$ cat config.mk
export PLATFORM = sky130hd
export DESIGN_NAME = sensor_conditioner
export DESIGN_NICKNAME = d
export VERILOG_FILES = /design/src/rtl/light_package.sv /design/src/rtl/lane_conditioner.sv /design/src/rtl/sensor_conditioner.sv
export SDC_FILE = /design/constraint.sdc
export NUM_CORES = 1
export LEC_CHECK = 0
export ABC_AREA = 1
export ABC_CLOCK_PERIOD_IN_PS = 3600
export BUFFER_PORTS_ARGS = -buffer_cell sky130_fd_sc_hd__buf_2
export CAP_MARGIN = 20
export CORE_ASPECT_RATIO = 1.2
export CORE_MARGIN = 2
export CORE_UTILIZATION = 64
export CTS_CLUSTER_DIAMETER = 200
export DETAILED_ROUTE_END_ITERATION = 10
export PLACE_DENSITY_LB_ADDON = 0.05
export SYNTH_ARGS = -nofsm -noshare
export SYNTH_HDL_FRONTEND = slang
export SYNTH_SLANG_ARGS = --single-unit
export TNS_END_PERCENT = 100
$ cat constraint.sdc
create_clock -name clk -period 3.6 [get_ports clk]
set_input_delay 0.36 -clock clk [delete_from_list [all_inputs] [get_ports clk]]
set_output_delay 0.36 -clock clk [all_outputs]
set_load 0.02 [all_outputs]
$ cat src/rtl/light_package.sv
// Shared light-controller types: light colors and the per-lane sensor conditioning state.
package light_package;

  typedef enum logic [1:0] {
    RED    = 2'd0,
    YELLOW = 2'd1,
    GREEN  = 2'd2
  } colors;

  typedef enum logic [2:0] {
    IDLE    = 3'd0,
    QUAL    = 3'd1,
    PRESENT = 3'd2,
    HOLD    = 3'd3,
    LATCHED = 3'd4
  } lane_state_t;

  localparam int NUM_LANES = 5;

endpackage

$ cat src/rtl/lane_conditioner.sv
// One loop-detector lane: 2-flop synchronizer, debounce/hold/latch FSM, and an optional
// stuck-detector guarded by SENSOR_FAULT_DETECT_EN.
module lane_conditioner
  import light_package::*;
#(
  parameter int DEBOUNCE_CYCLES = 3,
  parameter int HOLD_CYCLES     = 2,
  parameter int STUCK_CYCLES    = 60
) (
  input  logic  clk,
  input  logic  reset,
  input  logic  raw,
  input  colors light,
  output logic  sensor,
  output logic  fault
);

  if (DEBOUNCE_CYCLES < 1 || DEBOUNCE_CYCLES > 15) begin : g_bad_debounce
    $error("DEBOUNCE_CYCLES out of range 1..15");
  end
  if (HOLD_CYCLES < 1 || HOLD_CYCLES > 15) begin : g_bad_hold
    $error("HOLD_CYCLES out of range 1..15");
  end
  if (STUCK_CYCLES < 2 || STUCK_CYCLES > 255) begin : g_bad_stuck
    $error("STUCK_CYCLES out of range 2..255");
  end

  localparam logic [3:0] QMAX = 4'(DEBOUNCE_CYCLES - 1);
  localparam logic [3:0] HMAX = 4'(HOLD_CYCLES);

  logic [1:0]  sync;
  logic        s;
  lane_state_t state, state_n;
  logic [3:0]  qcnt, qcnt_n, hcnt, hcnt_n;
  logic        served, served_n, served_now, green;
  logic        fsm_sensor;

  assign s     = sync[1];
  assign green = (light == GREEN);

  always_ff @(posedge clk) begin
    if (reset) begin
      sync   <= '0;
      state  <= IDLE;
      qcnt   <= '0;
      hcnt   <= '0;
      served <= 1'b0;
    end else begin
      sync   <= {sync[0], raw};
      state  <= state_n;
      qcnt   <= qcnt_n;
      hcnt   <= hcnt_n;
      served <= served_n;
    end
  end

  // Green seen this cycle counts as service for the HOLD exit decision on the same edge.
  assign served_now = served | (((state == PRESENT) || (state == HOLD)) && green);

  always_comb begin
    state_n = state;
    qcnt_n  = qcnt;
    hcnt_n  = hcnt;
    case (state)
      IDLE: begin
        if (s) begin
          qcnt_n  = 4'd1;
          state_n = (DEBOUNCE_CYCLES == 1) ? PRESENT : QUAL;
        end
      end
      QUAL: begin
        if (!s)               state_n = IDLE;
        else if (qcnt == QMAX) state_n = PRESENT;
        else                  qcnt_n  = qcnt + 4'd1;
      end
      PRESENT: begin
        if (!s) begin
          state_n = HOLD;
          hcnt_n  = 4'd1;
        end
      end
      HOLD: begin
        if (s)                 state_n = PRESENT;
        else if (hcnt >= HMAX) state_n = served_now ? IDLE : LATCHED;
        else                   hcnt_n  = hcnt + 4'd1;
      end
      LATCHED: begin
        if (s)          state_n = PRESENT;
        else if (green) state_n = IDLE;
      end
      default: state_n = IDLE;
    endcase
    served_n = (state_n == IDLE) ? 1'b0 : served_now;
  end

  assign fsm_sensor = (state == PRESENT) || (state == HOLD) || (state == LATCHED);

`ifdef SENSOR_FAULT_DETECT_EN
  localparam logic [7:0] SMAX = 8'(STUCK_CYCLES - 1);

  logic [7:0] stuck_cnt;
  logic       stuck;

  always_ff @(posedge clk) begin
    if (reset) begin
      stuck_cnt <= '0;
      stuck     <= 1'b0;
    end else begin
      if (!s)                    stuck_cnt <= '0;
      else if (stuck_cnt != 8'hff) stuck_cnt <= stuck_cnt + 8'd1;
      if (s && stuck_cnt >= SMAX) stuck <= 1'b1;
    end
  end

  // A stuck loop keeps requesting so the approach is never starved.
  assign fault  = stuck;
  assign sensor = fsm_sensor | stuck;
`else
  assign fault  = 1'b0;
  assign sensor = fsm_sensor;
`endif

endmodule

$ cat src/rtl/sensor_conditioner.sv
// Conditions five noisy loop-detector inputs into controller lane requests.
// Optional stuck-detector fault logic enabled by SENSOR_FAULT_DETECT_EN.
module sensor_conditioner
  import light_package::*;
#(
  parameter int DEBOUNCE_CYCLES = 3,
  parameter int HOLD_CYCLES     = 2,
  parameter int STUCK_CYCLES    = 60
) (
  input  logic       clk,
  input  logic       reset,
  input  logic       raw_e_str,
  input  logic       raw_w_str,
  input  logic       raw_e_left,
  input  logic       raw_w_left,
  input  logic       raw_ns,
  input  colors      e_str_light,
  input  colors      w_str_light,
  input  colors      e_left_light,
  input  colors      w_left_light,
  input  colors      ns_light,
  output logic       e_str_sensor,
  output logic       w_str_sensor,
  output logic       e_left_sensor,
  output logic       w_left_sensor,
  output logic       ns_sensor,
  output logic [4:0] fault
);

  logic [NUM_LANES-1:0] raw, sensor, lane_fault;
  colors                light [NUM_LANES];

  // Lane index matches the fault bit order: 4=e_str .. 0=ns.
  assign raw      = {raw_e_str, raw_w_str, raw_e_left, raw_w_left, raw_ns};
  assign light[4] = e_str_light;
  assign light[3] = w_str_light;
  assign light[2] = e_left_light;
  assign light[1] = w_left_light;
  assign light[0] = ns_light;

  for (genvar i = 0; i < NUM_LANES; i++) begin : g_lane
    lane_conditioner #(
      .DEBOUNCE_CYCLES(DEBOUNCE_CYCLES),
      .HOLD_CYCLES    (HOLD_CYCLES),
      .STUCK_CYCLES   (STUCK_CYCLES)
    ) u_lane (
      .clk   (clk),
      .reset (reset),
      .raw   (raw[i]),
      .light (light[i]),
      .sensor(sensor[i]),
      .fault (lane_fault[i])
    );
  end

  assign {e_str_sensor, w_str_sensor, e_left_sensor, w_left_sensor, ns_sensor} = sensor;
  assign fault = lane_fault;

endmodule

==> results of run 1 <==
-- metrics by stage --
stage               hold slack (ns)  instances  power (W)
floorplan                     0.388        543   0.000866
global placement              0.391        615   0.000881
detailed placement            0.392        615   0.000884
CTS                           0.210        631    0.00172
global route                  0.228        631    0.00176
finish                        0.218        631    0.00171
-- worst max-delay path, cell delays in order (launching register included) --
cell,delay [ns]
sky130_fd_sc_hd__dfxtp_1,0.52
sky130_fd_sc_hd__inv_1,0.14
sky130_fd_sc_hd__nand2_1,0.14
sky130_fd_sc_hd__o21ai_0,0.08
sky130_fd_sc_hd__buf_2,0.16
-- worst paths after layout --
kind	endpoint	depth (start not counted)	from
min	g_lane[4].u_lane.sync[0]$_SDFF_PP0_	3	raw_e_str
max	e_str_sensor	4	g_lane[4].u_lane.state[1]$_SDFF_PP0_
min reg2reg	g_lane[1].u_lane.sync[1]$_SDFF_PP0_	2	g_lane[1].u_lane.sync[0]$_SDFF_PP0_
max reg2reg	g_lane[0].u_lane.hcnt[0]$_SDFFE_PP0P_	9	g_lane[0].u_lane.hcnt[0]$_SDFFE_PP0P_
-- cell usage after synthesis (all sizes together) --
library cell	number
nand2	129
nor2	103
inv	90
dfxtp	70
o21ai	38
a21oi	24
nand3	22
ha	20
nor3	14
buf	11
a31oi	4
and2	4
nand4	2
xor2	2
clkbuf	1
conb	1
nor3b	1
o211a	1
o21bai	1
o22ai	1
-- power groups by stage --
| stage | sequential, W | clock [W] | combinational [W] |
|---|---|---|---|
| after detailed placement | 0.000813 | 0 | 0.0000712 |
| after CTS | 0.000795 | 0.000857 | 0.0000717 |
| after global placement | 0.000812 | 0 | 0.0000688 |
| after floorplan | 0.000810 | 0 | 0.0000562 |
| final | 0.000795 | 0.000843 | 0.0000714 |
| after global routing | 0.000796 | 0.000880 | 0.0000838 |
-- layout make-up --
cell class	count	area [um2]	share of cell area
sequential	70	1400	0.350
multi-input combinational	371	1800	0.451
clock inverter	6	133	0.0331
clock buffer	10	138	0.0344
inverter	90	338	0.0844
tap	62	77.6	0.0194
timing repair buffer	22	113	0.0281
-- registers in the layout, summed over array words and instances (netlist names) --
register / cells
g_lane.u_lane.state: 15
g_lane.u_lane.hcnt: 20
g_lane.u_lane.served: 5
g_lane.u_lane.sync: 10
g_lane.u_lane.qcnt: 20
-- routing by layer --
metal  GRT usage  routed length (um)  vias to the layer above
met5           0                   0                        -
met4       0.131                 146                        0
met3      0.0341                 212                       10
met2       0.437                3500                       57
met1       0.259                2960                     1424
li1            -                   -                     1699
-- cells by family (layout without fill, tap and decap cells) --
kind of cell / after synthesis / in the layout / synth area share
buffers and inverters: 102 / 128 / 0.113
adder cells (fa/ha/maj): 20 / 20 / 0.0696
AND/OR/NAND/NOR: 275 / 275 / 0.319
other: 1 / 5 / 0.00104
flip-flops: 70 / 70 / 0.390
AO/OA/AOI/OAI: 69 / 69 / 0.103
XOR/XNOR: 2 / 2 / 0.00487
-- cells in the final DEF, fill, tap and decap left out --
master                       instances
sky130_fd_sc_hd__clkinvlp_4          1
sky130_fd_sc_hd__o22ai_1             1
sky130_fd_sc_hd__nor3_2              2
sky130_fd_sc_hd__clkbuf_8           10
sky130_fd_sc_hd__bufinv_16           4
sky130_fd_sc_hd__nand3_1            21
sky130_fd_sc_hd__o21ai_2             2
sky130_fd_sc_hd__a21oi_2             1
sky130_fd_sc_hd__inv_2               8
sky130_fd_sc_hd__ha_1               20
sky130_fd_sc_hd__buf_2              21
sky130_fd_sc_hd__and2_1              4
sky130_fd_sc_hd__buf_4               1
sky130_fd_sc_hd__nor3b_1             1
sky130_fd_sc_hd__nand3_2             1
sky130_fd_sc_hd__clkinv_2            1
sky130_fd_sc_hd__inv_1              82
sky130_fd_sc_hd__nand2_1           123
sky130_fd_sc_hd__o21ai_1             4
sky130_fd_sc_hd__o21bai_1            1
sky130_fd_sc_hd__conb_1              5
sky130_fd_sc_hd__nand2_2             6
sky130_fd_sc_hd__a21oi_1            23
sky130_fd_sc_hd__dfxtp_1            70
sky130_fd_sc_hd__nand4_1             2
sky130_fd_sc_hd__nor3_1             11
sky130_fd_sc_hd__nor2_2              4
sky130_fd_sc_hd__nor2_1             99
sky130_fd_sc_hd__nor3_4              1
sky130_fd_sc_hd__xor2_1              2
sky130_fd_sc_hd__o21ai_0            32
sky130_fd_sc_hd__o211a_1             1
sky130_fd_sc_hd__a31oi_1             4
==> results.txt, run 1 <==
----------------------------------------------------
[Power]
  Power density over cell area ... 427 nW/um2
  Power spent charging and discharging nets ... between 0.0003 and 0.0004 W
  Flop pwr share ... 0.465
  Design internal power ... 0.00136 W
  Maximum ir drop on the vdd rail ... 0.425 mV
  Power share of the combinational group ... 0.042
  Clock Power Share ... 0.493
  Sw frac ... 0.207
  Leakage Power ... 1.90 nW

[Cells and area]
  Synthesis-to-finish area growth ... 11.3%
  Fin util ... 0.746
  Post-route design area ... 4000 um2
  # diodes ... 0
  Net total in the final layout ... 601
  Layout filler cell count ... 446
  Layout cells sized above 1 ... 0.111

[Global routing]
  GR Util All Layers ... 0.239
  Antenna violations before repair ... 0
  First-pass GRT wire length ... 11900 um
  Vias in the first global route ... 3030
  Largest net degree at the start of global routing ... 38
  Overflow left after global routing ... 0

[Clock tree]
  Root buffer cell ... sky130_fd_sc_hd__clkbuf_8
  Number of buffers on the longest clock path ... 2
  Level count of the clock H-tree ... 3
  CTS tree ... built
  Number of hold buffers added after cts ... 0
  Cts bufs inserted ... 9
  Count of clock tree sinks ... 70
  Post-CTS Setup Inserts ... 0
  Insertion delay of the later-clocked pin in the worst-skew pair ... 0.35 ns
  Post-CTS Resized ... 0
  CTS clock-pin slew for the worst setup and hold paths ... 0.07 ns

[Setup path]
  Data required, critical path ... approximately 3.2 ns
  Critical path class ... reg -> out
  Endpoint arrival time on the critical path ... around 1.4 ns
  Largest fanout of any net on the critical path ... 7
  Element type at the critical path start ... flop
  R2R setup slack ... 2.05 ns
  Critical path capture point type ... primary output

[STA]
  Slew @ Worst Pin ... just under 0.9 ns
  Final number of hold-violating endpoints ... 0
  Number of max-slew violations in the final report ... 0
  Period Utilization, post-route ... 0.486
  Final setup margin ... 1.85 ns
  Setup-failing EPs final ... 0
  Headroom to the max-slew limit ... 0.421
  Timing-limited maximum frequency ... roughly 570 MHz
  Total negative slack ... 0 ns
  Worst clock skew ... 0.00942 ns
  Unrepaired setup endpoints after global routing ... no
  Time the worst path needs with I/O delays and setup ... 1.75 ns

[Floorplanning]
  DIE AREA ... 6240 um2
  Width of the die ... 72.4 um
  Core ar. ... 5370 um2
  Number of rows in the core area ... 29
  Initial Utilization ... 0.670
  Count of boundary I/O pins ... 27
  Die Y-Extent ... 86.1 um

[Place]
  Worst slack after detailed placement ... 1.71 ns
  Port Buf Inserts ... 21
  HPWL Detailed ... between 4000 and 5000 um
  Post-Place Cell Area ... roughly 3700 um2
  Gpl congestion ... 0.878

[Drt]
  Final routed wirelength across all metal layers ... 6820 um
  Routed via count divided by cell count ... 5.06
  Remaining DRCs ... 0
  Count of nets left with antenna violations after detail routing ... 0
  Detail-routed net length per standard cell ... 10.8 um
  Via count ... 3190
  Number of DRC violations after detailed-routing iteration 0 ... 130
  Length of the first detailed-routing pass in iterations ... 4

[Synth]
  Synth Instances ... 539
  Post-Syn Area ... 3600 um2
  Ys Warns ... 0
  Leading post-synthesis cells by cell area ... sky130_fd_sc_hd__dfxtp_1 39%, sky130_fd_sc_hd__nand2_1 13%, sky130_fd_sc_hd__nor2_1 10%, sky130_fd_sc_hd__inv_1 8.6%, sky130_fd_sc_hd__ha_1 7.0%
  Share of Yosys cell area claimed by the top area cell type ... 0.390
  Sequential fraction of the synthesis area ... 0.390
  Cell taking the most area after synthesis ... sky130_fd_sc_hd__dfxtp_1
  Synthesis-stage register bit count ... 70
  Mean post-synth cell area ... 6.67 um2
  Count of distinct cell types in the synthesized netlist ... 31

[Hold path]
  Path type of the worst min-delay path ... in -> reg

[Run status]
  Result of the run ... finished, final reports clean

[Run]
  Max-cap violations ... 0

----------------------------------------------------
(Power assumes the default switching activity.)
==> run 2: changes to the inputs <==
--- a/config.mk
+++ b/config.mk
@@ -6,12 +6,12 @@
 export NUM_CORES = 1
 export LEC_CHECK = 0
 export ABC_AREA = 1
-export ABC_CLOCK_PERIOD_IN_PS = 3600
+export ABC_CLOCK_PERIOD_IN_PS = 1540
 export BUFFER_PORTS_ARGS = -buffer_cell sky130_fd_sc_hd__buf_2
 export CAP_MARGIN = 20
 export CORE_ASPECT_RATIO = 1.2
 export CORE_MARGIN = 2
-export CORE_UTILIZATION = 64
+export CORE_UTILIZATION = 54
 export CTS_CLUSTER_DIAMETER = 200
 export DETAILED_ROUTE_END_ITERATION = 10
 export PLACE_DENSITY_LB_ADDON = 0.05
==> constraint.sdc (replaced) <==
create_clock -name clk -period 1.54 [get_ports clk]
set_input_delay 0.154 -clock clk [delete_from_list [all_inputs] [get_ports clk]]
set_output_delay 0.154 -clock clk [all_outputs]
set_load 0.02 [all_outputs]
==> run 2 against run 1 <==
Effect of this change:
- non-clock buffer count is 2 higher
- design area is 0.84% higher
- first-iteration DRC count is 18% lower
- clock power is 110% higher
- hold slack worse by 0.21 ns
- register-to-register slack worse by 1.9 ns
- count of clock-buffer cells in the layout is 2 higher
- die area is 18% higher
- critical endpoint unchanged
- largest power group is now registers
==> results.txt, run 2 (same netlist as run 1, synthesis figures left out) <==
----------------------------------------------------
[Run status]
  Result of the run ... finished, final reports clean

[Global routing]
  Antenna violations before repair ... 0 (unchanged)
  GR Util All Layers ... 0.191 (-0.0473)
  Largest net degree at the start of global routing ... 30 (-21%)
  Overflow left after global routing ... 0 (unchanged)
  First-pass GRT wire length ... 11300 um (-5.2%)
  Vias in the first global route ... 2876 (-5.1%)

[Clock tree]
  Insertion delay of the later-clocked pin in the worst-skew pair ... 0.34 ns (about the same)
  Count of clock tree sinks ... 70 (unchanged)
  CTS tree ... built
  Post-CTS Resized ... 0 (unchanged)
  CTS clock-pin slew for the worst setup and hold paths ... 0.07 ns (about the same)
  Root buffer cell ... sky130_fd_sc_hd__clkbuf_8
  Cts bufs inserted ... 9 (unchanged)
  Number of buffers on the longest clock path ... 2 (unchanged)
  Number of hold buffers added after cts ... 0 (unchanged)
  Level count of the clock H-tree ... 3 (unchanged)
  Post-CTS Setup Inserts ... 0 (unchanged)

[Cells and area]
  Layout cells sized above 1 ... 0.128 (+0.0171)
  Layout filler cell count ... 620 (+39%)
  Post-route design area ... 4040 um2 (+0.84%)
  Synthesis-to-finish area growth ... 12.3%
  Net total in the final layout ... 603 (+0.33%)
  Area taken by multi-input logic gates ... 1830 um2 (+1.2%)
  Most common cell after layout, fill and taps aside ... sky130_fd_sc_hd__nand2_1
  Sequential cell area ... 1410 um2 (+0.54%)
  # diodes ... 0 (unchanged)
  Top library cells by usage in the layout, fill and taps aside ... 121 x sky130_fd_sc_hd__nand2_1, 96 x sky130_fd_sc_hd__nor2_1, 81 x sky130_fd_sc_hd__inv_1
  Largest regs ... g_lane.u_lane.hcnt x20, g_lane.u_lane.qcnt x20, g_lane.u_lane.state x15

[Setup path]
  Element type at the critical path start ... flop
  Endpoint arrival time on the critical path ... 1.27 ns (-0.12 ns)
  Data required, critical path ... 1.39 ns (-1.85 ns)
  R2R setup slack ... 0.13 ns (-1.92 ns)
  Largest fanout of any net on the critical path ... 7 (unchanged)
  Critical path capture point type ... primary output
  Reg-to-reg critical path endpoint ... g_lane[0].u_lane.qcnt[3]$_SDFFE_PP0P_
  Worst R2R Path Depth ... 10 (+1)
  Critical path class ... reg -> out
  Critical R2R Launch ... g_lane[0].u_lane.qcnt[0]$_SDFFE_PP0P_

[Place]
  Port Buf Inserts ... 21 (unchanged)
  Post-Place Cell Area ... 3780 um2 (+1.2%)
  HPWL Detailed ... 4710 um (-3.7%)
  Gpl congestion ... 0.846 (-3.7%)

[Power]
  Power density over cell area ... 933 nW/um2 (+120%)
  Maximum ir drop on the vdd rail ... 0.641 mV (+51%)
  Total chip power ... 0.00377 W (+120%)
  Leakage Power ... 1.90 nW (about the same)

[STA]
  Setup-failing EPs final ... 0 (unchanged)
  Final number of hold-violating endpoints ... 0 (unchanged)
  Timing-limited maximum frequency ... 700 MHz
  Period Utilization, post-route ... 0.927
  Worst clock skew ... 0.00480 ns (-0.00462 ns)
  Time the worst path needs with I/O delays and setup ... 1.43 ns
  Number of max-slew violations in the final report ... 0 (unchanged)

[Run]
  Max-cap violations ... 0 (unchanged)

[Floorplanning]
  DIE AREA ... 7330 um2 (+18%)
  Count of boundary I/O pins ... 27 (unchanged)
  Width of the die ... 78.5 um (+8.4%)
  Initial Utilization ... 0.558 (-0.112)
  Core ar. ... 6450 um2 (+20%)
  Die Y-Extent ... 93.4 um (+8.5%)
  Number of rows in the core area ... 32 (+10%)

[Drt]
  Final routed wirelength across all metal layers ... 6490 um (-4.8%)
  Via count ... 3158 (-1.0%)
  Count of nets left with antenna violations after detail routing ... 0 (unchanged)
  Remaining DRCs ... 0 (unchanged)
  Routed via count divided by cell count ... 4.81 (-4.8%)
  Detail-routed net length per standard cell ... 9.89 um (-8.5%)
  Number of DRC violations after detailed-routing iteration 0 ... 106 (-18%)
  Length of the first detailed-routing pass in iterations ... 4 (unchanged)

[Hold path]
  Worst Hold Launch ... raw_w_str
  Cell count of the worst hold path ... 3 (unchanged)
  Path type of the worst min-delay path ... in -> reg
  Worst hold path endpoint ... g_lane[3].u_lane.sync[0]$_SDFF_PP0_

----------------------------------------------------
run 2: cell count changes in the layout (fill, tap and decap cells not counted), moves of 3 or more:
cell / change
sky130_fd_sc_hd__dfxtp_1: -4
sky130_fd_sc_hd__nor2_1: -3
sky130_fd_sc_hd__clkbuf_1: +3
sky130_fd_sc_hd__dfxtp_2: +3
run 2: report_power, final:
| group | internal (W) | total (W) | switching, W |
|---|---|---|---|
| Sequential | 0.00183 | 0.00186 | 0.0000227 |
| Combinational | 0.0000572 | 0.000172 | 0.000114 |
| Clock | 0.00108 | 0.00174 | 0.000665 |
| Total | 0.00297 | 0.00377 | 0.000802 |
run 2: worst max-delay path: stages (launching register included):
cell and delay, ns:
sky130_fd_sc_hd__dfxtp_2 0.37, sky130_fd_sc_hd__inv_1 0.11, sky130_fd_sc_hd__nand2_1 0.11, sky130_fd_sc_hd__o21ai_0 0.15
sky130_fd_sc_hd__buf_2 0.18
run 2: how the worst max path moves through the flow:
| stage | start | endpoint |
|---|---|---|
| floorplan | g_lane[0].u_lane.qcnt[0]$_SDFFE_PP0P_ | g_lane[0].u_lane.qcnt[3]$_SDFFE_PP0P_ |
| global placement | g_lane[0].u_lane.qcnt[0]$_SDFFE_PP0P_ | g_lane[0].u_lane.qcnt[2]$_SDFFE_PP0P_ |
| detailed placement | g_lane[0].u_lane.qcnt[0]$_SDFFE_PP0P_ | g_lane[0].u_lane.qcnt[3]$_SDFFE_PP0P_ |
| CTS | g_lane[4].u_lane.state[1]$_SDFF_PP0_ | e_str_sensor |
| global route | g_lane[0].u_lane.qcnt[0]$_SDFFE_PP0P_ | g_lane[0].u_lane.qcnt[3]$_SDFFE_PP0P_ |
| finish | g_lane[4].u_lane.state[1]$_SDFF_PP0_ | e_str_sensor |
run 2: stage by stage:
stage / setup TNS [ns] / std cells / worst slack, ns / hold slack (ns) / utilization
after global routing: -0.00149 / 656 / -0.00149 / 0.00296 / 0.626
after detailed placement: 0 / 640 / 0.0602 / 0.363 / 0.586
after floorplan: 0 / 543 / 0.212 / 0.261 / -
after CTS: 0 / 656 / 0.0122 / 0.00241 / 0.622
after global placement: 0 / 640 / 0.123 / 0.354 / 0.586
final: 0 / 656 / 0.112 / 0.0114 / 0.626
run 2: per-layer routing:
metal  vias to the layer above  routed length, um  global-route usage
met5                         -                  0                   0
met4                         0                111              0.0921
met3                        10                221              0.0376
met2                        52               3040               0.341
met1                      1390               3120               0.219
li1                       1706                  -                   -
run 2: layout make-up:
cell class / count / share of cell area
multi-input combinational: 371 / 0.452
timing repair buffer: 24 / 0.0316
sequential: 70 / 0.349
inverter: 90 / 0.0837
tap: 85 / 0.0263
clock buffer: 12 / 0.0335
clock inverter: 4 / 0.0236
==> run 3: changes to the inputs <==
--- a/config.mk
+++ b/config.mk
@@ -5,7 +5,7 @@
 export SDC_FILE = /design/constraint.sdc
 export NUM_CORES = 1
 export LEC_CHECK = 0
-export ABC_AREA = 1
+export ABC_AREA = 0
 export ABC_CLOCK_PERIOD_IN_PS = 1540
 export BUFFER_PORTS_ARGS = -buffer_cell sky130_fd_sc_hd__buf_2
 export CAP_MARGIN = 20
==> run 3 against run 2 <==
Effect of this change:
- the run now ends with setup timing left
- total power shrank 3.5%
- cell count shrank 16%
- design area is 12% higher
- sequential share of layout area is 3.4 points lower
- wire length increased by 13%
- critical endpoint is now g_lane[4].u_lane.served$_SDFF_PP0_
- highest routed layer unchanged
==> results.txt, run 3 <==
----------------------------------------------------
[Floorplanning]
  Core ar. ... 6130 um2 (-4.9%)
  Die Y-Extent ... 91.7 um (-1.8%)
  Count of boundary I/O pins ... 27 (unchanged)
  Number of rows in the core area ... 31 (-3.1%)
  Width of the die ... 77.1 um (-1.8%)
  DIE AREA ... 7080 um2 (-3.5%)
  Initial Utilization ... 0.565 (+0.00749)

[Power]
  Leakage Power ... 1.81 nW (-4.6%)
  Total chip power ... 0.00364 W (-3.5%)
  Power density over cell area ... 805 nW/um2 (-14%)
  Maximum ir drop on the vdd rail ... 0.797 mV (+24%)

[Setup path]
  Critical R2R Launch ... g_lane[4].u_lane.hcnt[0]$_SDFFE_PP0P_
  Worst R2R Path Depth ... 7 (-3)
  Critical path capture point type ... flop
  Data required, critical path ... 1.80 ns (+0.41 ns)
  Reg-to-reg critical path endpoint ... g_lane[4].u_lane.served$_SDFF_PP0_
  Endpoint arrival time on the critical path ... 1.95 ns (+0.68 ns)
  Element type at the critical path start ... flop
  R2R setup slack ... -0.14 ns (-0.27 ns)
  Largest fanout of any net on the critical path ... 4 (-3)
  Critical path class ... reg -> reg

[Clock tree]
  Number of hold buffers added after cts ... 0 (unchanged)
  Cts bufs inserted ... 9 (unchanged)
  CTS clock-pin slew for the worst setup and hold paths ... 0.08 ns (about the same)
  CTS tree ... built
  Number of buffers on the longest clock path ... 2 (unchanged)
  Root buffer cell ... sky130_fd_sc_hd__clkbuf_8
  Count of clock tree sinks ... 70 (unchanged)
  Level count of the clock H-tree ... 3 (unchanged)
  Insertion delay of the later-clocked pin in the worst-skew pair ... 0.34 ns (about the same)

[Cells and area]
  Net total in the final layout ... 504 (-16%)
  Synthesis-to-finish area growth ... 30.4%
  # diodes ... 0 (unchanged)
  Layout cells sized above 1 ... 0.339 (+0.211)
  Largest regs ... g_lane.u_lane.hcnt x20, g_lane.u_lane.qcnt x20, g_lane.u_lane.state x15
  Most common cell after layout, fill and taps aside ... sky130_fd_sc_hd__dfxtp_1
  Post-route design area ... 4520 um2 (+12%)
  Layout filler cell count ... 460 (-26%)
  Area taken by multi-input logic gates ... 2150 um2 (+18%)
  Fin util ... 0.737 (+0.111)
  Sequential cell area ... 1430 um2 (+1.2%)
  Top library cells by usage in the layout, fill and taps aside ... 53 x sky130_fd_sc_hd__dfxtp_1, 51 x sky130_fd_sc_hd__buf_4, 41 x sky130_fd_sc_hd__nor2_1

[Drt]
  Final routed wirelength across all metal layers ... 7320 um (+13%)
  Detail-routed net length per standard cell ... 13.2 um (+34%)
  Count of nets left with antenna violations after detail routing ... 0 (unchanged)
  Routed via count divided by cell count ... 5.52 (+15%)
  Length of the first detailed-routing pass in iterations ... 4 (unchanged)
  Number of DRC violations after detailed-routing iteration 0 ... 137 (+29%)
  Via count ... 3057 (-3.2%)
  Remaining DRCs ... 0 (unchanged)

[Hold path]
  Worst hold path endpoint ... g_lane[0].u_lane.sync[0]$_SDFF_PP0_
  Worst Hold Launch ... raw_ns
  Path type of the worst min-delay path ... in -> reg
  Cell count of the worst hold path ... 2 (-1)

[Global routing]
  Largest net degree at the start of global routing ... 35 (+17%)
  Overflow left after global routing ... 0 (unchanged)
  First-pass GRT wire length ... 12300 um (+8.7%)
  Vias in the first global route ... 2910 (+1.2%)
  Antenna violations before repair ... 0 (unchanged)
  GR Util All Layers ... 0.211 (+0.0192)

[Place]
  Port Buf Inserts ... 21 (unchanged)
  HPWL Detailed ... 4760 um (+0.96%)
  Gpl congestion ... 0.794 (-6.1%)
  Post-Place Cell Area ... 4000 um2 (+5.8%)
  Worst slack after detailed placement ... -0.214 ns (-0.274 ns)

[Synth]
  Most frequent cells after synthesis ... 70 x sky130_fd_sc_hd__dfxtp_1, 43 x sky130_fd_sc_hd__nor2_1, 29 x sky130_fd_sc_hd__a21oi_1
  Ys Warns ... 0 (unchanged)
  Most common cell in the synthesized netlist ... sky130_fd_sc_hd__dfxtp_1
  Mean post-synth cell area ... 8.73 um2 (+31%)
  Async S/R FF share, synth ... 0 (unchanged)
  Share of Yosys cell area claimed by the top area cell type ... 0.404 (+0.0148)
  Sequential fraction of the synthesis area ... 0.404 (+0.0148)
  Cell taking the most area after synthesis ... sky130_fd_sc_hd__dfxtp_1
  Synthesis-stage register bit count ... 70 (unchanged)
  Count of distinct cell types in the synthesized netlist ... 53 (+71%)
  Number of enable flip-flop cells after synthesis ... 0 (unchanged)
  Post-Syn Area ... 3460 um2 (-3.7%)
  Synth Instances ... 397 (-26%)
  Leading post-synthesis cells by cell area ... sky130_fd_sc_hd__dfxtp_1 40%, sky130_fd_sc_hd__ha_1 7.2%, sky130_fd_sc_hd__nor2_1 4.7%, sky130_fd_sc_hd__nor2b_1 4.3%, sky130_fd_sc_hd__a21oi_1 4.2%
  Top FF cell, synth ... sky130_fd_sc_hd__dfxtp_1

[STA]
  Unrepaired setup endpoints after global routing ... yes
  Worst clock skew ... 0.0102 ns (+0.00542 ns)
  Period Utilization, post-route ... 1.09 (+0.167)
  Setup-failing EPs final ... 8 (+8)
  Final setup margin ... -0.144 ns (-0.257 ns)
  Final number of hold-violating endpoints ... 0 (unchanged)
  Total negative slack ... -0.603 ns (-0.603 ns)
  Timing-limited maximum frequency ... 594 MHz (-15%)
  Number of max-slew violations in the final report ... 0 (unchanged)
  Time the worst path needs with I/O delays and setup ... 1.68 ns (+0.257 ns)

[Run status]
  Result of the run ... complete, but fails checks
  Failing checks ... setup timing

[Run]
  Max-cap violations ... 0 (unchanged)

----------------------------------------------------
## run 3: power breakdown
part	switching, W	total (W)	internal (W)
Sequential	0.0000207	0.00186	0.00184
Combinational	0.000153	0.000277	0.000123
Clock	0.000666	0.00150	0.000836
## run 3: timing repair
| item | 4_1_cts | 5_1_grt |
|---|---|---|
| buffers inserted | 1 | 4 |
| endpoints found under the setup margin | 16 | 33 |
| resized for setup | 23 | 51 |
| pin swaps | 11 | 18 |
## run 3: routing by layer
metal	routed length, um	part of all wire	global-route usage	vias to the layer above
li1	-	-	-	1533
met1	3330	0.45	0.252	1474
met2	3700	0.51	0.367	41
met3	162	0.022	0.0335	9
met4	128	0.017	0.0997	0
met5	0	0	0	-
## run 3: worst max-delay path by stage
stage,from,cells after the start,end
floorplan,g_lane[4].u_lane.hcnt[0]$_SDFFE_PP0P_,7,g_lane[4].u_lane.served$_SDFF_PP0_
global placement,g_lane[4].u_lane.hcnt[0]$_SDFFE_PP0P_,6,g_lane[4].u_lane.served$_SDFF_PP0_
detailed placement,g_lane[4].u_lane.hcnt[1]$_SDFFE_PP0P_,5,g_lane[4].u_lane.served$_SDFF_PP0_
CTS,g_lane[4].u_lane.hcnt[0]$_SDFFE_PP0P_,6,g_lane[4].u_lane.served$_SDFF_PP0_
global route,g_lane[4].u_lane.hcnt[0]$_SDFFE_PP0P_,6,g_lane[4].u_lane.served$_SDFF_PP0_
finish,g_lane[4].u_lane.hcnt[0]$_SDFFE_PP0P_,7,g_lane[4].u_lane.served$_SDFF_PP0_
## run 3: critical path: stages (launching register included)
cell	delay (ns)
sky130_fd_sc_hd__dfxtp_2	0.34
sky130_fd_sc_hd__inv_2	0.05
sky130_fd_sc_hd__ha_4	0.14
sky130_fd_sc_hd__or4_4	0.54
sky130_fd_sc_hd__nand3_2	0.08
sky130_fd_sc_hd__o311ai_1	0.09
sky130_fd_sc_hd__buf_4	0.15
sky130_fd_sc_hd__a311oi_2	0.21
## run 3: metrics by stage
stage	instances	hold WS, ns
final	554	0.0240
after global routing	554	0.0122
after CTS	551	0.0130
after floorplan	401	0.282
after detailed placement	534	0.371
after global placement	534	0.362
## run 3: kinds of logic (layout without fill, tap and decap cells)
| group | Yosys count | count (layout) | share of synthesized area |
|---|---|---|---|
| other cells | 1 | 5 | 0.00108 |
| simple gates | 177 | 177 | 0.286 |
| mux | 3 | 3 | 0.00867 |
| fa+ha+maj | 20 | 20 | 0.0722 |
| buf+inv | 41 | 112 | 0.0545 |
| xor+xnor | 5 | 5 | 0.0126 |
| flops | 70 | 70 | 0.404 |
| compound gates | 80 | 80 | 0.160 |
## run 3: final cells by class
type                            instances  share of cell area
Sequential cell                        70               0.315
Timing Repair Buffer                   78               0.126
Inverter                               18              0.0150
Multi-Input combinational cell        290               0.476
Tap cell                               82              0.0227
Clock buffer                           13              0.0352
Clock inverter                          3             0.00942
